### src/rtl/tdm_demux_1_4_if.sv
// rtl/tdm_demux_1_4_if.sv - serial TDM sample stream bundle feeding the 1:4 demultiplexer
//
// Purpose: carries one TDM sample per cycle from the link front end into tdm_demux_1_4.
// Signals:
//   din         W-bit incoming sample
//   din_valid   din carries a sample this cycle (no backpressure)
//   frame_sync  qualified by din_valid; marks the channel-0 sample of a frame
// Modports:
//   master  sample source (drives all signals)
//   slave   demultiplexer (samples all signals)

interface tdm_demux_1_4_if #(
  parameter int W = 8
);

  logic [W-1:0] din;
  logic         din_valid;
  logic         frame_sync;

  modport master (
    output din,
    output din_valid,
    output frame_sync
  );

  modport slave (
    input din,
    input din_valid,
    input frame_sync
  );

endinterface

### src/rtl/tdm_demux_1_4.sv
// rtl/tdm_demux_1_4.sv - 1-to-4 time-division demultiplexer with frame alignment tracking
//
// Purpose: receive end of a 4-channel TDM link. Each accepted sample is steered
// to its own registered lane; frame alignment is tracked from the channel-0
// frame_sync marker, alignment faults raise a sticky flag, and a strobe pulses
// when a clean 0..3 frame has landed.
// Ports:
//   clk          system clock, rising edge
//   rst_n        synchronous active-low reset
//   rx           slave side of tdm_demux_1_4_if (din, din_valid, frame_sync)
//   err_clr      clears sticky sync_err (a same-cycle fault takes priority)
//   dout         lane registers, lane k at [k*W +: W]
//   ch_strobe    one-hot, 1-cycle pulse: lane k updated this cycle
//   frame_valid  1-cycle pulse with ch_strobe[3] when a clean frame completes
//   ch_idx       next expected channel (0 while hunting)
//   locked       1 while frame alignment is held
//   sync_err     sticky alignment-fault flag

module tdm_demux_1_4 #(
  parameter int W = 8
) (
  input  logic                  clk,
  input  logic                  rst_n,
  tdm_demux_1_4_if.slave        rx,
  input  logic                  err_clr,
  output logic [4*W-1:0]        dout,
  output logic [3:0]            ch_strobe,
  output logic                  frame_valid,
  output logic [1:0]            ch_idx,
  output logic                  locked,
  output logic                  sync_err
);

  typedef enum logic {
    HUNT = 1'b0,
    LOCK = 1'b1
  } state_t;

  state_t       state;
  logic [W-1:0] lane [4];
  // Set when the current frame began with a proper channel-0 sync; gates
  // frame_valid so a frame entered part-way never reports as complete.
  logic         frame_clean;

  genvar g;
  generate
    for (g = 0; g < 4; g++) begin : g_lane_out
      assign dout[g*W +: W] = lane[g];
    end
  endgenerate

  assign locked = (state == LOCK);

  always_ff @(posedge clk) begin
    if (!rst_n) begin
      state       <= HUNT;
      ch_idx      <= 2'd0;
      ch_strobe   <= 4'b0000;
      frame_valid <= 1'b0;
      frame_clean <= 1'b0;
      sync_err    <= 1'b0;
      for (int k = 0; k < 4; k++) begin
        lane[k] <= '0;
      end
    end else begin
      // Pulses default low; they are only raised on an accepted sample.
      ch_strobe   <= 4'b0000;
      frame_valid <= 1'b0;

      // Clear first so any fault raised below in the same cycle wins.
      if (err_clr) begin
        sync_err <= 1'b0;
      end

      if (rx.din_valid) begin
        case (state)
          HUNT: begin
            // Everything before the first sync marker is discarded.
            if (rx.frame_sync) begin
              lane[0]     <= rx.din;
              ch_strobe   <= 4'b0001;
              ch_idx      <= 2'd1;
              frame_clean <= 1'b1;
              state       <= LOCK;
            end
          end

          LOCK: begin
            if (ch_idx == 2'd0) begin
              if (rx.frame_sync) begin
                // Expected start of the next frame.
                lane[0]     <= rx.din;
                ch_strobe   <= 4'b0001;
                ch_idx      <= 2'd1;
                frame_clean <= 1'b1;
              end else begin
                // Sync missing where channel 0 should be: alignment lost.
                sync_err    <= 1'b1;
                ch_idx      <= 2'd0;
                frame_clean <= 1'b0;
                state       <= HUNT;
              end
            end else begin
              if (rx.frame_sync) begin
                // Early sync: abandon the partial frame and realign on this
                // sample as channel 0 without dropping lock.
                sync_err    <= 1'b1;
                lane[0]     <= rx.din;
                ch_strobe   <= 4'b0001;
                ch_idx      <= 2'd1;
                frame_clean <= 1'b1;
              end else begin
                lane[ch_idx] <= rx.din;
                ch_strobe    <= 4'b0001 << ch_idx;
                // 2-bit counter wraps 3 -> 0 on the last channel.
                ch_idx       <= ch_idx + 2'd1;
                if (ch_idx == 2'd3 && frame_clean) begin
                  frame_valid <= 1'b1;
                end
              end
            end
          end

          default: begin
            state  <= HUNT;
            ch_idx <= 2'd0;
          end
        endcase
      end
    end
  end

endmodule
### src/flat_wrapper.sv
// flat-port wrapper written by rule: the top's interface ports become plain ports
module tdm_demux_1_4_flat 
#(
  parameter int W = 8
)
  (clk, rst_n, err_clr, dout, ch_strobe, frame_valid, ch_idx, locked, sync_err, rx_din, rx_din_valid, rx_frame_sync);
  tdm_demux_1_4_if #(.W(W)) rx_i ();
  input  logic clk;
  input  logic rst_n;
  input  logic err_clr;
  output logic [4*W-1:0] dout;
  output logic [3:0] ch_strobe;
  output logic frame_valid;
  output logic [1:0] ch_idx;
  output logic locked;
  output logic sync_err;
  input wire logic [$bits(rx_i.din)-1:0] rx_din;
  input wire logic [$bits(rx_i.din_valid)-1:0] rx_din_valid;
  input wire logic [$bits(rx_i.frame_sync)-1:0] rx_frame_sync;
  assign rx_i.din = rx_din;
  assign rx_i.din_valid = rx_din_valid;
  assign rx_i.frame_sync = rx_frame_sync;
  tdm_demux_1_4 #(.W(W)) u_core (.clk(clk), .rst_n(rst_n), .rx(rx_i), .err_clr(err_clr), .dout(dout), .ch_strobe(ch_strobe), .frame_valid(frame_valid), .ch_idx(ch_idx), .locked(locked), .sync_err(sync_err));
endmodule
### config.mk
export PLATFORM = sky130hd
export DESIGN_NAME = tdm_demux_1_4_flat
export DESIGN_NICKNAME = d
export VERILOG_FILES = /design/src/rtl/tdm_demux_1_4_if.sv /design/src/rtl/tdm_demux_1_4.sv /design/src/flat_wrapper.sv
export SDC_FILE = /design/constraint.sdc
export NUM_CORES = 1
export LEC_CHECK = 0
export CELL_PAD_IN_SITES_DETAIL_PLACEMENT = 1
export CELL_PAD_IN_SITES_GLOBAL_PLACEMENT = 1
export CORE_AREA = 2 2 80 82
export CTS_CLUSTER_SIZE = 8
export DETAILED_ROUTE_END_ITERATION = 12
export DIE_AREA = 0 0 82 84
export PLACE_DENSITY_LB_ADDON = 0.12
export SETUP_SLACK_MARGIN = 0.3
export SLEW_MARGIN = 5
export SYNTH_ARGS = -nofsm -noshare
export SYNTH_HDL_FRONTEND = slang
export SYNTH_SLANG_ARGS = --single-unit
### constraint.sdc
create_clock -name clk -period 5.9 [get_ports clk]
set_input_delay 0.885 -clock clk [delete_from_list [all_inputs] [get_ports clk]]
set_output_delay 0.885 -clock clk [all_outputs]
set_load 0.05 [all_outputs]
==> summary.txt, run 1 <==
Floorplan
  • Chip width: 82 um
  • Die Area: around 7000 sq um
  • Io pins: 54
  • Core Region: slightly above 6000 sq um
  • Die height: roughly 84 um
  • FP Rows: 29
  • Initial Util: 0.2904

Critical path
  • Worst-case reg-to-reg path depth: 5
  • WS Path Type: primary input to flip-flop
  • Crit path max fanout: 19
  • CP Launch Type: primary input
  • CP endpoint kind: flip-flop
  • CP required: 5.83 ns
  • Crit path DAT: approximately 3 ns

Global routing
  • Total GRT Usage: 0.1217
  • Initial antenna violation count: 0
  • GRT Residual Overflow: 0
  • Largest net degree at the start of global routing: 20
  • Vias in the first global route: 1241
  • First-pass GRT wire length: between 6 and 7 mm

Power and ir drop
  • Switch Pwr: around 0.17 mW
  • Switching power as a share of total power: 0.2551
  • P_leak: 0.9730 nW
  • Power consumption: 0.6583 mW
  • Logic pwr share: 0.156
  • Reg power frac: 0.510
  • Clk pwr share: 0.335
  • Internal power: 0.4904 mW
  • IR drop worst, VDD: 120.6 uV
  • Pwr Density: 264.8 nW/um^2

STA
  • Fmax: 327.3 MHz
  • Tcrit/Tclk final: 0.5179
  • Relative slew margins: 0.2921
  • Max Slew Vio Count: 0
  • Final setup vio count: 0
  • RSZ-0062 raised after global routing: no
  • Clk_skew: 0.006732 ns
  • Final hold violation count: 0
  • Worst Tran Pin Value: between 1 and 1.5 ns
  • Hold_ws: 0.4666 ns
  • Post-route setup TNS: 0 ns
  • Period minus WS final: 3.055 ns

Finish
  • Most common cell after layout, fill and taps aside: clkdlybuf4s50_1
  • Final Util: 0.4078
  • Final Instance Count excl. Fillers: 260
  • Final Net Count: 200
  • Most frequent cells in the layout: clkdlybuf4s50_1 (53), edfxtp_1 (32), and3_1 (19), and2_1 (10), dfxtp_1 (10)
  • Area growth syn-to-layout: 40.42%
  • Antenna cells: 0
  • Fraction of layout cells with a size suffix above 1: 0.1202

Synthesis
  • Seq/Total Area, Yosys: 0.6558
  • Syn nets: about 140
  • Synthesized-area fraction occupied by xor and xnor cells: 0.004947
  • Leading area contributor after synthesis: edfxtp_1
  • Largest family of logic cells by synthesized area: simple AND/OR/NAND/NOR gates
  • Synth Area in Adders: 0.03534
  • Synth area leaders: edfxtp_1 (54%), dfxtp_1 (11%), and3_1 (6.7%), nor3b_2 (5.7%), and2_1 (3.5%)
  • Post-synth top area share: 0.5428
  • Mux share of post-synthesis cell area: 0.005654
  • Compound-cell area share of the yosys netlist: 0.03816
  • Post-Syn Area: 1770 sq um
  • Simple-gate share of the synthesized area: 0.2332
  • Synthesized flop and latch total: 42
  • Library cells used by synthesis: 28
  • Mean Syn Cell Area: ~14 sq um
  • Synthesis Warnings: 0
  • Synthesized netlist cell count: roughly 130

Run
  • Max_cap viols: 0

Placement
  • Final GP Congestion: roughly 0.81
  • Post-DP HPWL: 3.037 mm
  • IO buf count: 53
  • Placed cells: 252

Worst hold path
  • Hold WC Path Type: flip-flop to flip-flop
  • WHS Path Cells: 2

Routing
  • DRT Pass-1 Iters: 4
  • Post-route ant nets: 0
  • Initial DRC Count: just under 50
  • DR WL/cell: 15.03 um
  • Total wire length: 3.909 mm
  • Via/cell ratio: 4.358
  • Drt drc: 0
  • Via count: 1133

Clock network
  • Clock Path Buffers: 2
  • Clk_lat worst skew: ~0.28 ns
  • Worst-path clk slew: 0.07 ns
  • Setup Fix Bufs, Post-CTS: 0
  • CTS H-Tree Depth: 2
  • Number of CTS-inserted buffers: 5
  • CTS Hold Bufs: 0
  • CTS tree: done
  • CTS Sinks: 42
  • Root Buffer: clkbuf_8
  • Post-cts resize count: 0

Outcome
  • Status: finished clean
==> cell families (layout without fill, tap and decap cells) <==
| kind of cell | count (synthesis) | count (layout) |
|---|---|---|
| and+or+nand+nor | 56 | 56 |
| DFF | 42 | 42 |
| AOI/OAI and AO/OA | 10 | 10 |
| buffers and inverters | 10 | 68 |
| adders and majority gates | 5 | 5 |
| xor gates and xnor gates | 1 | 1 |
| muxes | 1 | 1 |
==> synth_stat cells <==
master    instances
a21o_1            1
a21oi_1           1
a22oi_1           2
and2_1           10
and3_1           19
and4bb_4          1
buf_2             2
buf_6             1
dfxtp_1          10
edfxtp_1         32
ha_1              5
inv_1             7
mux2i_1           1
nand2_1           5
nand2_2           1
nand3_1           2
nand3_2           1
nand3_4           1
nor2_1            5
nor2_2            1
nor2b_1           1
nor3b_2           8
nor4_4            1
o21a_1            1
o21ai_0           3
o21ai_1           1
o22ai_2           1
xnor2_1           1
==> critical path, stage by stage <==
cell and delay [ns]:
clkdlybuf4s50_1 0.70, nand2_2 0.11, nor4_4 0.82, o21ai_1 0.45
==> state kept, by name, summed over array words and instances, names as in the netlist <==
signal and cells:
u_core.ch_idx 2, u_core.ch_strobe 4, u_core.frame_clean 1, u_core.frame_valid 1, u_core.lane 32, u_core.locked 1, u_core.sync_err 1
==> power groups by stage <==
stage	registers, mW	clock network, mW	logic, mW
after floorplan	0.383	0	0.0217
after global placement	0.342	0	0.102
after detailed placement	0.343	0	0.103
after CTS	0.336	0.227	0.104
after global routing	0.337	0.239	0.109
final	0.335	0.220	0.103
==> per-stage QoR <==
| stage | area [sq um] | setup WS [ns] |
|---|---|---|
| after floorplan | 1770 | 2.982 |
| after global placement | 2376 | 2.599 |
| after detailed placement | 2376 | 2.514 |
| after CTS | 2486 | 2.820 |
| after global routing | 2486 | 2.633 |
| final | 2486 | 2.845 |
==> path summary, 6_finish.rpt <==
path | from | endpoint | slack, ns
setup / recovery | rst_n | u_core.lane[0][7] | 2.84
setup reg to reg | u_core.ch_idx[0] | u_core.lane[1][4] | 3.05
hold reg to reg | u_core.frame_clean | u_core.frame_clean | 0.47
hold / removal | u_core.frame_clean | u_core.frame_clean | 0.47
==> routing by layer <==
metal | GRT usage | wire length [um]
met5 | 0 | 0
met4 | 0.03636 | 25
met3 | 0.04113 | 236
met2 | 0.2173 | 2077
met1 | 0.1327 | 1569
==> cell type report <==
| type | count | area (sq um) |
|---|---|---|
| multi-input combinational | 73 | 561.8 |
| fill | 654 | 3610 |
| clock inverter | 2 | 37.54 |
| sequential | 42 | 1161 |
| inverter | 7 | 26.28 |
| timing repair buffer | 53 | 530.5 |
| tap | 77 | 96.34 |
| clock buffer | 6 | 72.57 |
(Power assumes the default switching activity.)
==> inputs of run 2 (changes only) <==
Clock period 5.9 ns to 2.6 ns, I/O delays scaled along.
==> run 2 against run 1 <==
First-iteration DRC count fell by 12%. Highest routed layer unchanged. Routed wire length up 7.0%. Register-to-register slack worse by 2.7 ns. Power rose by 130%. Die area unchanged.
==> summary.txt, run 2 (synthesis results as in run 1) <==
Routing
  • Post-route ant nets: 0
  • Total wire length: 4.184 mm
  • DR WL/cell: about 16 um
  • Via count: 1184
  • Via/cell ratio: 4.451
  • Drt drc: 0
  • DRT Pass-1 Iters: 4
  • Initial DRC Count: 43

Finish
  • Final Util: 0.4195
  • Fraction of layout cells with a size suffix above 1: 0.1799
  • Final instance area: 2557 sq um
  • Area growth syn-to-layout: 44.45%
  • Most common cell after layout, fill and taps aside: clkdlybuf4s50_1
  • Final Net Count: 206
  • Reg with most FFs: u_core.lane
  • Most frequent cells in the layout: clkdlybuf4s50_1 (53), edfxtp_1 (32), and3_1 (19), and2_1 (10)
  • Largest regs: u_core.lane (32), u_core.ch_strobe (4), u_core.ch_idx (2)
  • Antenna cells: 0
  • Largest register FFs: 32

Clock network
  • CTS tree: done
  • CTS H-Tree Depth: 2
  • Setup Fix Bufs, Post-CTS: 0
  • CTS Hold Bufs: 0
  • Worst-path clk slew: 0.08 ns
  • Number of CTS-inserted buffers: 5
  • CTS Sinks: 42
  • Clock Path Buffers: 2
  • Clk_lat worst skew: roughly 0.29 ns
  • Root Buffer: clkbuf_8

Critical path
  • WS Path Type: flip-flop to flip-flop
  • Crit path max fanout: 12
  • Crit path DAT: between 2 and 2.5 ns
  • CP required: 2.57 ns
  • CP Launch Type: flip-flop
  • CP endpoint kind: flip-flop

STA
  • Hold_ws: 0.4553 ns
  • Clk_skew: 0.005716 ns
  • Period minus WS final: roughly 2.2 ns
  • Relative slew margins: 0.6411
  • Fmax: 450.8 MHz
  • RSZ-0062 raised after global routing: yes
  • Worst Tran Pin Value: 0.5367 ns
  • Final setup vio count: 0
  • Final hold violation count: 0
  • Tcrit/Tclk final: 0.8531
  • Max Slew Vio Count: 0
  • Post-route setup TNS: 0 ns

Global routing
  • Total GRT Usage: 0.1299
  • Initial antenna violation count: 0
  • First-pass GRT wire length: approximately 6.5 mm
  • GRT Residual Overflow: 0
  • Largest net degree at the start of global routing: 14
  • Vias in the first global route: 1263

Floorplan
  • Chip width: roughly 82 um
  • Core Region: 6096 sq um
  • FP Rows: 29
  • Die height: 84 um
  • Initial Util: 0.2904
  • Io pins: 54
  • Die Area: 6888 sq um

Worst hold path
  • Hold WC Path Type: flip-flop to flip-flop

Power and ir drop
  • IR drop worst, VDD: 201.8 uV
  • Pwr Density: 587.4 nW/um^2
  • Power consumption: 1.502 mW
  • P_leak: 1.013 nW

Outcome
  • Status: finished clean

Run
  • Max_cap viols: 0

Placement
  • Post-DP HPWL: about 3.2 mm
  • IO buf count: 53
  • Final GP Congestion: 0.7825
  • Placed Area: 2430 sq um
[run 2: worst paths after layout]
kind,startpoint,end,slack (ns),cells after the start
min reg2reg,u_core.frame_clean,u_core.frame_clean,0.46,2
max,u_core.ch_idx[0],u_core.lane[0][4],0.38,6
max reg2reg,u_core.ch_idx[0],u_core.lane[0][4],0.38,6
min,u_core.frame_clean,u_core.frame_clean,0.46,2
[run 2: metal layers]
metal,vias to the layer above,global-route usage,wire [um]
met5,-,0,0
met4,0,0.05000,80
met3,8,0.03139,180
met2,36,0.2358,2307
met1,566,0.1410,1616
li1,574,-,-
[run 2: critical path, cell delays in order (launching register included)]
cell and delay, ns:
dfxtp_4 0.37, inv_1 0.24, ha_2 0.35, and4bb_4 0.28, nand3_2 0.12, nand3_4 0.19, o21ai_4 0.33
[run 2: layout make-up]
| cell class | instances | area, sq um |
|---|---|---|
| fill | 659 | 3538 |
| sequential | 42 | 1166 |
| multi-input combinational | 73 | 584.3 |
| timing repair buffer | 59 | 575.6 |
| tap | 77 | 96.34 |
| clock buffer | 5 | 68.82 |
| clock inverter | 3 | 40.04 |
| inverter | 7 | 26.28 |
[run 2: power by group]
| group | internal, mW | total (mW) | switching, mW |
|---|---|---|---|
| clock | 0.282 | 0.498 | 0.216 |
| sequential | 0.749 | 0.761 | 0.0125 |
| combinational | 0.0838 | 0.243 | 0.159 |
[run 2: timing repair]
| item | CTS | global route |
|---|---|---|
| cloned | 0 | 0 |
| pin swaps | 0 | 0 |
| gates resized for setup | 2 | 2 |
| endpoints found under the setup margin | 16 | 16 |
[run 2: through the flow]
stage	setup WS (ns)	std cells
3_3_place_gp	0.3003	258
3_5_place_dp	0.2124	258
6_report	0.3819	266
4_1_cts	0.3013	266
5_1_grt	0.2132	266
2_1_floorplan	0.3253	125
==> RTL edit: new RTL, config.mk and constraints of run 2 <==
Reset style: asynchronous (`rst_n`), changed in one clocked block. Comments in the files are not updated.
--- a/src/rtl/tdm_demux_1_4.sv
+++ b/src/rtl/tdm_demux_1_4.sv
@@ -52,5 +52,5 @@
   assign locked = (state == LOCK);
 
-  always_ff @(posedge clk) begin
+  always_ff @(posedge clk or negedge rst_n) begin
     if (!rst_n) begin
       state       <= HUNT;
Check against the original RTL: differs if rst_n is asserted again (counterexample within 4 cycles, from zero or initial values and one cycle with rst_n low); with rst_n held inactive, the same outputs for 10 cycles.
==> RTL edit against run 2 <==
  * Worst hold slack lost 0.22 ns
  * Setup slack gained 0.25 ns
  * Via count shrank 13%
  * Cell area decreased by 9.2%
  * Synthesized cell count decreased by 15%
  * Critical path depth is 5 lower
  * Cell count fell by 8.6%
  * Fmax rose by 13%
  * Area after synthesis fell by 9.0%
  * Sequential cell count did not move
  * Routed wire length fell by 12%
Power is not compared: it rests on default switching activity, and its combinational part moved more than twofold at a synthesized area within 25%.
==> RTL edit: results (changes against run 2) <==
synthesis:
  synth_top_cells_by_count: "dfrtp_1, mux2_2, inv_1, nand2_1, ha_1"
  ys.warnings.count: 0  # unchanged
  seq_area_frac_synth: 0.6527  # -0.003150
  synthArstFlopShare: 1.000  # +1.000
  synth_fp_nets: 123  # -14%
  netlist_top_cells_area: "dfrtp_1, mux2_2, ha_1"
  yosysUniqueCellTypes: 17  # -39%
sta:
  hold_slack_ns: 0.2391  # -0.2162 ns
  pin_slew_with_the_least_headroom_to_its_limit_ns: 0.9219  # +0.3852 ns
  setup_skew_after_layout_ns: 0.007995  # +0.002279 ns
final_layout:
  final_layout_size_suffix_gt1_frac: 0.2590  # +0.07914
  largest_register_ffs: 32  # unchanged
  final.fill_count: 658  # -0.15%
  number_of_antenna_cells_inserted: 0  # unchanged
  design.final.nets: 182  # -12%
setup_path:
  crit_family: "buffers and inverters"
  endpoint: "ch_idx[0]"
  critical_path.max_stage_delay_ns: 0.84  # +0.47 ns
  critPathSlowestCell: "clkdlybuf4s50_1"
  reg2regPathDepth: 5  # -1
  reg_to_reg_end: "u_core.dout[14]"
  cp_data_arrival_time_ns: 1.58  # -0.61 ns
  crit_path_start: "u_core.ch_idx[0]"
  setup.reg_to_reg.worst_slack_ns: 0.69  # +0.31 ns
  critPathMaxFanout: 6  # -6
routing:
  drt_iter0_markers: 44  # +2.3%
  routed_wire_length_per_instance_microns: 15.21  # -3.3%
  firstDrtPassIters: 4  # unchanged
  vias_per_cell: 4.251  # -4.5%
hold_path:
  min_path_type: "in2async"
cts:
  clock_tree.root_cell: "clkbuf_8"
  clk-insertion-delay-late_ns: 0.28
  tritoncts.num_buffers: 5  # unchanged
  h-tree-depth: 2  # unchanged
  clk_path_buf_depth: 2  # unchanged
  cts.reportedPaths.clkPinSlew_ns: 0.08  # about the same
  post-cts-setup-buffers: 0  # unchanged
  cts_resized: 0  # -2
place:
  buffer_ports.inserted: 53  # unchanged
  gp_routability_congestion: 0.6863  # -12%
  hpwl_after_detailed_placement_microns: 2698  # -15%
grt:
  grt_pass1_vias: 1165  # -7.8%
  grt_util_all_layers: 0.1181  # -0.01175
  grt_first_pass_wirelength_microns: 5982  # -8.3%
  grt_max_degree: 43  # +29
  antenna_found_initial: 0  # unchanged
job:
  drv.max_cap_violation_count: 0  # unchanged
power:
  ir_worst_vdd_mv: 0.6015
  power.static_leakage_nw: 1.073
status:
  status: "finished clean"
## RTL edit: changes by cell type after synthesis, moves of 2 or more
cell | run 2 | this run
mux2_2 | 0 | 31
nor3b_2 | 8 | 0
nand2_2 | 1 | 3
nand2_1 | 5 | 7
a22oi_1 | 2 | 0
dfxtp_1 | 10 | 0
nor2_1 | 5 | 0
dfrtp_1 | 0 | 42
and2_1 | 10 | 0
and3_1 | 19 | 1
edfxtp_1 | 32 | 0
## RTL edit: per-stage QoR
stage	setup WS [ns]	std cells	instance area, sq um
floorplan	0.5385	106	1610
global placement	0.6068	235	2227
detailed placement	0.5590	235	2227
CTS	0.6158	243	2322
global route	0.5515	243	2322
finish	0.6303	243	2322
## RTL edit: layout make-up
type,instances,area (sq um),share of cell area
clock inverter,1,8.758,0.003772
timing repair buffer,53,525.5,0.2263
tap,77,96.34,0.04149
clock buffer,7,86.33,0.03718
inverter,7,26.28,0.01131
sequential,42,1051,0.4526
multi-input combinational,56,528.0,0.2274
## RTL edit: where the power goes
group          total (mW)  internal, mW  switching (mW)  leakage (nW)
sequential          0.958         0.843           0.115         0.534
combinational        1.35         0.483           0.870         0.490
clock               0.437         0.219           0.217        0.0489
total                2.75          1.55            1.20          1.07
## RTL edit: layer usage
metal / GRT usage / vias to the layer above / share of wire
li1: - / 476 / -
met1: 0.1467 / 529 / 0.43
met2: 0.1922 / 26 / 0.51
met3: 0.03571 / 2 / 0.051
met4: 0.04091 / 0 / 0.0065
met5: 0 / - / 0
## RTL edit: cells by family (layout without fill, tap and decap cells)
logic type	count (synthesis)	after routing	synth area share
fa+ha+maj	4	4	0.03108
xor+xnor	1	1	0.005440
mux	32	32	0.2238
flops	42	42	0.6527
compound gates	5	5	0.02021
simple gates	14	14	0.04740
buf+inv	8	68	0.01943
